==> src/rtl/rsa_regbank_if.sv <==
// Register-bus interface between the SPI slave (master side) and rsa_regbank (slave side).
//   reg_addr  : register address
//   reg_wdata : write data
//   reg_wr    : one-cycle write strobe
//   reg_rdata : combinational read data for reg_addr
interface rsa_regbank_if #(
   parameter int unsigned ADDR_W = 4,
   parameter int unsigned REG_W  = 8
);
   logic [ADDR_W-1:0] reg_addr;
   logic [REG_W-1:0]  reg_wdata;
   logic              reg_wr;
   logic [REG_W-1:0]  reg_rdata;

   modport master (output reg_addr, output reg_wdata, output reg_wr, input reg_rdata);
   modport slave  (input reg_addr, input reg_wdata, input reg_wr, output reg_rdata);
endinterface

==> src/rtl/rsa_regbank.sv <==
// Register bank fronting an RSA core: operand registers, result capture,
// start/stop command pulses and busy/done/err status.
//   clk, rst          : clock, asynchronous active-high reset
//   ena               : global enable; low holds all state and suppresses pulses
//   bus (slave)       : reg_addr / reg_wdata / reg_wr in, reg_rdata out
//   rsa_p/e/m/const   : operands to the RSA core
//   rsa_c, eoc        : result and end-of-computation from the RSA core
//   start_cmd/stop_cmd: single-cycle command pulses
//   spare             : spare register contents
module rsa_regbank #(
   parameter int unsigned WIDTH  = 16,
   parameter int unsigned REG_W  = 8,
   parameter int unsigned ADDR_W = 4
) (
   input  logic              clk,
   input  logic              rst,
   input  logic              ena,
   rsa_regbank_if.slave      bus,
   output logic [WIDTH-1:0]  rsa_p,
   output logic [WIDTH-1:0]  rsa_e,
   output logic [WIDTH-1:0]  rsa_m,
   output logic [WIDTH-1:0]  rsa_const,
   input  logic [WIDTH-1:0]  rsa_c,
   input  logic              eoc,
   output logic              start_cmd,
   output logic              stop_cmd,
   output logic [REG_W-1:0]  spare
);

   localparam int unsigned NB      = WIDTH / REG_W;
   localparam int unsigned N_RW    = 4;
   localparam int unsigned OP_BASE = 4;
   localparam int unsigned A_STAT  = 0;
   localparam int unsigned A_CTRL  = 1;
   localparam int unsigned A_SPARE = 2;

   logic [WIDTH-1:0] opr_q [N_RW];
   logic [WIDTH-1:0] opr_d [N_RW];
   logic [WIDTH-1:0] c_q, c_d;
   logic [REG_W-1:0] spare_q, spare_d;
   logic             busy_q, busy_d;
   logic             done_q, done_d;
   logic             err_q, err_d;
   logic             start_cmd_q, start_cmd_d;
   logic             stop_cmd_q, stop_cmd_d;

   logic wr_en, ctrl_wr, start_req, stop_req, clr_req;
   logic start_ok, start_err, eoc_cap, op_hit, op_err;

   // Write/command decode; every decision uses busy as registered this cycle.
   always_comb begin
      wr_en     = bus.reg_wr & ena;
      ctrl_wr   = wr_en && (bus.reg_addr == ADDR_W'(A_CTRL));
      start_req = ctrl_wr & bus.reg_wdata[0];
      stop_req  = ctrl_wr & bus.reg_wdata[1];
      clr_req   = ctrl_wr & bus.reg_wdata[2];
      eoc_cap   = ena & eoc & busy_q;
      // stop overrides start entirely, including the busy-start error
      start_ok  = start_req & ~stop_req & ~busy_q;
      start_err = start_req & ~stop_req & busy_q;
      op_hit    = 1'b0;
      for (int unsigned i = 0; i < N_RW * NB; i++) begin
         if (bus.reg_addr == ADDR_W'(OP_BASE + i)) op_hit = 1'b1;
      end
      op_err    = wr_en & op_hit & busy_q;
   end

   // Next-state computation.
   always_comb begin
      busy_d = busy_q;
      if (eoc_cap)  busy_d = 1'b0;
      if (start_ok) busy_d = 1'b1;
      if (stop_req) busy_d = 1'b0;

      // clear first so a coincident set wins
      done_d = done_q;
      if (clr_req) done_d = 1'b0;
      if (eoc_cap) done_d = 1'b1;

      err_d = err_q;
      if (clr_req)             err_d = 1'b0;
      if (start_err || op_err) err_d = 1'b1;

      opr_d = opr_q;
      for (int unsigned o = 0; o < N_RW; o++) begin
         for (int unsigned k = 0; k < NB; k++) begin
            if (wr_en && !busy_q && bus.reg_addr == ADDR_W'(OP_BASE + o * NB + k))
               opr_d[o][k*REG_W +: REG_W] = bus.reg_wdata;
         end
      end

      c_d         = eoc_cap ? rsa_c : c_q;
      spare_d     = (wr_en && bus.reg_addr == ADDR_W'(A_SPARE)) ? bus.reg_wdata : spare_q;
      start_cmd_d = start_ok;
      stop_cmd_d  = stop_req;
   end

   // Read mux; unmapped, write-only and reserved addresses read 0.
   always_comb begin
      bus.reg_rdata = '0;
      if (bus.reg_addr == ADDR_W'(A_STAT))  bus.reg_rdata = REG_W'({err_q, done_q, busy_q});
      if (bus.reg_addr == ADDR_W'(A_SPARE)) bus.reg_rdata = spare_q;
      for (int unsigned o = 0; o <= N_RW; o++) begin
         for (int unsigned k = 0; k < NB; k++) begin
            if (bus.reg_addr == ADDR_W'(OP_BASE + o * NB + k))
               bus.reg_rdata = (o == N_RW) ? c_q[k*REG_W +: REG_W] : opr_q[o][k*REG_W +: REG_W];
         end
      end
   end

   // State registers; ena gates every state change through the decode above.
   always_ff @(posedge clk or posedge rst) begin
      if (rst) begin
         opr_q       <= '{default: '0};
         c_q         <= '0;
         spare_q     <= '0;
         busy_q      <= 1'b0;
         done_q      <= 1'b0;
         err_q       <= 1'b0;
         start_cmd_q <= 1'b0;
         stop_cmd_q  <= 1'b0;
      end else begin
         opr_q       <= opr_d;
         c_q         <= c_d;
         spare_q     <= spare_d;
         busy_q      <= busy_d;
         done_q      <= done_d;
         err_q       <= err_d;
         start_cmd_q <= start_cmd_d;
         stop_cmd_q  <= stop_cmd_d;
      end
   end

   assign rsa_p     = opr_q[0];
   assign rsa_e     = opr_q[1];
   assign rsa_m     = opr_q[2];
   assign rsa_const = opr_q[3];
   assign spare     = spare_q;
   assign start_cmd = start_cmd_q;
   assign stop_cmd  = stop_cmd_q;

endmodule

==> src/flat_wrapper.sv <==
// flat-port wrapper written by rule: the top's interface ports become plain ports
module rsa_regbank_flat 
#(
   parameter int unsigned WIDTH  = 16,
   parameter int unsigned REG_W  = 8,
   parameter int unsigned ADDR_W = 4
)
  (clk, rst, ena, rsa_p, rsa_e, rsa_m, rsa_const, rsa_c, eoc, start_cmd, stop_cmd, spare, bus_reg_addr, bus_reg_wdata, bus_reg_wr, bus_reg_rdata);
  rsa_regbank_if #(.ADDR_W(ADDR_W), .REG_W(REG_W)) bus_i ();
  input  logic clk;
  input  logic rst;
  input  logic ena;
  output logic [WIDTH-1:0] rsa_p;
  output logic [WIDTH-1:0] rsa_e;
  output logic [WIDTH-1:0] rsa_m;
  output logic [WIDTH-1:0] rsa_const;
  input  logic [WIDTH-1:0] rsa_c;
  input  logic eoc;
  output logic start_cmd;
  output logic stop_cmd;
  output logic [REG_W-1:0] spare;
  input wire logic [$bits(bus_i.reg_addr)-1:0] bus_reg_addr;
  input wire logic [$bits(bus_i.reg_wdata)-1:0] bus_reg_wdata;
  input wire logic [$bits(bus_i.reg_wr)-1:0] bus_reg_wr;
  output wire logic [$bits(bus_i.reg_rdata)-1:0] bus_reg_rdata;
  assign bus_i.reg_addr = bus_reg_addr;
  assign bus_i.reg_wdata = bus_reg_wdata;
  assign bus_i.reg_wr = bus_reg_wr;
  assign bus_reg_rdata = bus_i.reg_rdata;
  rsa_regbank #(.WIDTH(WIDTH), .REG_W(REG_W), .ADDR_W(ADDR_W)) u_core (.clk(clk), .rst(rst), .ena(ena), .bus(bus_i), .rsa_p(rsa_p), .rsa_e(rsa_e), .rsa_m(rsa_m), .rsa_const(rsa_const), .rsa_c(rsa_c), .eoc(eoc), .start_cmd(start_cmd), .stop_cmd(stop_cmd), .spare(spare));
endmodule
==> config.mk <==
export PLATFORM = sky130hd
export DESIGN_NAME = rsa_regbank_flat
export DESIGN_NICKNAME = d
export VERILOG_FILES = /design/src/rtl/rsa_regbank_if.sv /design/src/rtl/rsa_regbank.sv /design/src/flat_wrapper.sv
export SDC_FILE = /design/constraint.sdc
export NUM_CORES = 1
export LEC_CHECK = 0
export CORE_MARGIN = 3
export CORE_UTILIZATION = 45
export DETAILED_ROUTE_END_ITERATION = 8
export PLACE_DENSITY = 0.74
export SKIP_CTS_REPAIR_TIMING = 1
export SLEW_MARGIN = 25
export SYNTH_ARGS = -nofsm -noshare
export SYNTH_HDL_FRONTEND = slang
export SYNTH_SLANG_ARGS = --single-unit
export TNS_END_PERCENT = 30
==> constraint.sdc <==
create_clock -name clk -period 8.6 [get_ports clk]
set_input_delay 1.29 -clock clk [delete_from_list [all_inputs] [get_ports clk]]
set_output_delay 1.29 -clock clk [all_outputs]
set_load 0.01 [all_outputs]
==> metrics.yaml <==
power:
  power.density_mw_per_mm2: 216.2
  power.static_leakage_nw: 2.626
  power.ir.vdd_worst_mv: 0.1416
sta:
  final_min_period_over_clock_period_pct: 67.29
  fin_skew_ns: 0.006640
  finalSetupViolations: 0
  timing_worst_slew_pin_value_ns: 0.9433
  timing.final.hold_violations: 0
  finalSetupTns_ns: 0
  slew_headroom_pct: 36.94
  minimum_hold_slack_ns: 0.4847
  final_max_slew_viol_count: 0
  min_period_ns: 5.787
  rsz0062_at_grt: "no"
  achievable-frequency_mhz: 172.8
status:
  status: "completed"
clocking:
  clkLatencyLatePin_ns: 0.37
  cts_max_path_buffers: 2
  cts_tree: "done"
  cts.sink_count: 93
  clk_root_buffer_cell: "clkbuf_8"
  htree_num_levels: 3
  clk_transition_reported_paths_ns: 0.09
  cts_inserted_buffers: 9
worst_setup_path:
  crit_path_max_incr_delay_ns: 0.90
  reg2regPathDepth: 4
  critical_path.endpoint_type: "output pin"
  start_kind: "input pin"
  critical_path.n_buffers_inverters: 3
  cp_top_family: "buffers and inverters"
  required_ns: 7.31
  crit_path_max_fanout: 24
  critical_path.reg2reg.endpoint: "u_core.rsa_p[4]"
  slowest_stage: "clkdlybuf4s50_1"
  critical_path_start: "bus_reg_addr[1]"
  worst_setup_path_endpoint: "bus_reg_rdata[3]"
  worst-path-stages: 8
  reg2reg_setup_slack_ns: 6.57
  timing.setup.critical_path_class: "input pin to output pin"
  critical_path.cell_chain: "clkdlybuf4s50_1, buf_4, nand2b_1, or3b_2, a221oi_1, o21ai_0, o211ai_1, clkdlybuf4s50_1"
  regToRegStartpoint: "u_core.busy_q"
  timing.critical_path.arrival_ns: 4.50
  cp_common_cell: "clkdlybuf4s50_1"
hold_path:
  min_path_type: "register to register"
yosys:
  synthArstFlopShare_pct: 100.0
  synth_largest_type_area_fraction_pct: 50.76
  netlist.top_cell.by_area: "dfrtp_1"
  mappedNetlistNets: 409
  post_synth_instance_area_sq_mm: 0.004584
  post-synth-top-count-cell: "dfrtp_1"
  netlist-cell-type-count: 55
  mean_cell_area_of_the_mapped_netlist_sq_um: 12.19
  seq_total_area_yosys_pct: 50.76
  netlist_instances: 376
  ys_ff_latch: 93
  ys_warn_count: 0
  ys.flop_type: "dfrtp_1"
  post_synth_main_area_contributors: "dfrtp_1 51%, mux2_2 21%, mux2i_1 2.6%, mux2_4 2.6%, o21ai_0 2.5%"
  synth_enable_flop_cells: 0
  synthTopCellsByCount: "93 x dfrtp_1, 84 x mux2_2, 23 x o21ai_0"
drt:
  detailedRoute.firstIterationViolations: 226
  route.detailed.drc: 0
  totalWireLength_mm: 13.08
  vias: 3663
  wl_per_cell_um: 21.06
  avgViaCountPerCell: 5.899
  route.antenna.remaining_nets: 0
  tritonroute_pass_1_iters: 5
global_route:
  grt_max_degree: 73
  grt.total_usage_pct: 23.30
  first_global_vias: 3739
  wire_length_of_the_first_global_routing_pass_mm: 20.56
  grt_remaining_overflow: 0
  number_of_antenna_violations_at_the_first_check_in_global_routing: 0
die:
  placementRows: 36
  die_width_um: 106.9
  ios: 115
  core_area_sq_mm: 0.009819
  fp.dieH_um: 106.9
  initial_utilization_pct: 46.69
  dieArea_sq_mm: 0.01144
layout:
  finalNetCount: 516
  drive_gt1_share_pct: 26.02
  antenna_cells_inserted: 0
  layout-area-overhead-vs-synth_pct: 31.88
placed_design:
  routabilityCongestion: 0.9798
  port_buf_inserts: 114
  dp.final_hpwl_mm: 9.247
flow_run:
  cap_viol_max_count: 0
-- layer usage --
layer | up-vias | global-route usage [%] | wire length [um]
li1 | 1593 | - | -
met1 | 1877 | 31.96 | 5583
met2 | 162 | 36.65 | 6260
met3 | 31 | 4.395 | 874
met4 | 0 | 9.315 | 363
met5 | - | 0 | 0
-- registers in the layout, indices dropped and copies added, names as in the netlist, 8 cells and up --
register and cells:
u_core.rsa_m 16, u_core.rsa_p 16, u_core.c_q 16, u_core.rsa_const 16
u_core.rsa_e 16, u_core.spare 8
-- worst reg2reg max path, cell delays in order (launching register included) --
cell and delay, ns:
dfrtp_1 0.49, nor2_1 0.20, nand2_1 0.17, nor3_2 0.65
mux2_2 0.41
-- how the worst min path moves through the flow --
stage	from	endpoint	cells past startpoint	slack, ns
finish	u_core.done_q	u_core.done_q	2	0.48
global placement	u_core.done_q	u_core.done_q	2	0.46
global route	u_core.done_q	u_core.done_q	2	0.53
detailed placement	u_core.done_q	u_core.done_q	2	0.46
CTS	u_core.done_q	u_core.done_q	2	0.49
floorplan	u_core.done_q	u_core.done_q	2	0.45
-- cell usage in the layout (no fill, tap or decap), types with 6 or more instances in the layout --
cell             synthesis  routed
nor2_1                  15      15
clkdlybuf4s50_1          0     113
o22ai_1                  6       6
clkbuf_8                 0      11
nor2_2                   6       6
nand2_1                 20      20
mux2i_1                 12      12
inv_1                    9       8
o21ai_0                 23      23
mux2_4                   8       8
a21oi_1                 15      15
dfrtp_1                 93      93
mux2_2                  84      84
-- stage by stage --
stage | area, sq um | utilization (%) | power, mW | std cells | setup WS, ns
after detailed placement | 5788 | 58.95 | 0.9470 | 605 | 2.898
after floorplan | 4584 | - | 0.7367 | 376 | 4.812
after CTS | 6046 | 61.57 | 1.310 | 621 | 2.869
after global placement | 5788 | 58.95 | 0.9390 | 605 | 2.944
after global routing | 6046 | 61.57 | 1.357 | 621 | 2.647
final | 6046 | 61.57 | 1.307 | 621 | 2.813
-- kinds of logic (layout without fill, tap and decap cells) --
logic type	count (synthesis)	after routing	share of synthesized area, %
multiplexers	104	104	25.87
flip-flops	93	93	50.76
AO/OA/AOI/OAI	78	78	11.25
AND/OR/NAND/NOR	70	70	8.542
buffers and inverters	31	143	3.575
-- where the power goes --
part,total (mW),internal (mW),switching [mW]
registers,0.579,0.512,0.0669
clock network,0.369,0.209,0.159
logic,0.359,0.216,0.143
total,1.31,0.937,0.369
-- cell type report --
class,count,area (sq um)
repair buffers,118,1166
clock buffers,11,151.4
inverters,9,35.03
multi-input cells,252,2093
well taps,133,166.4
clock inverters,5,106.4
fillers,850,3774
flip-flops and latches,93,2327
No activity file was read; power rests on OpenSTA's default activity.
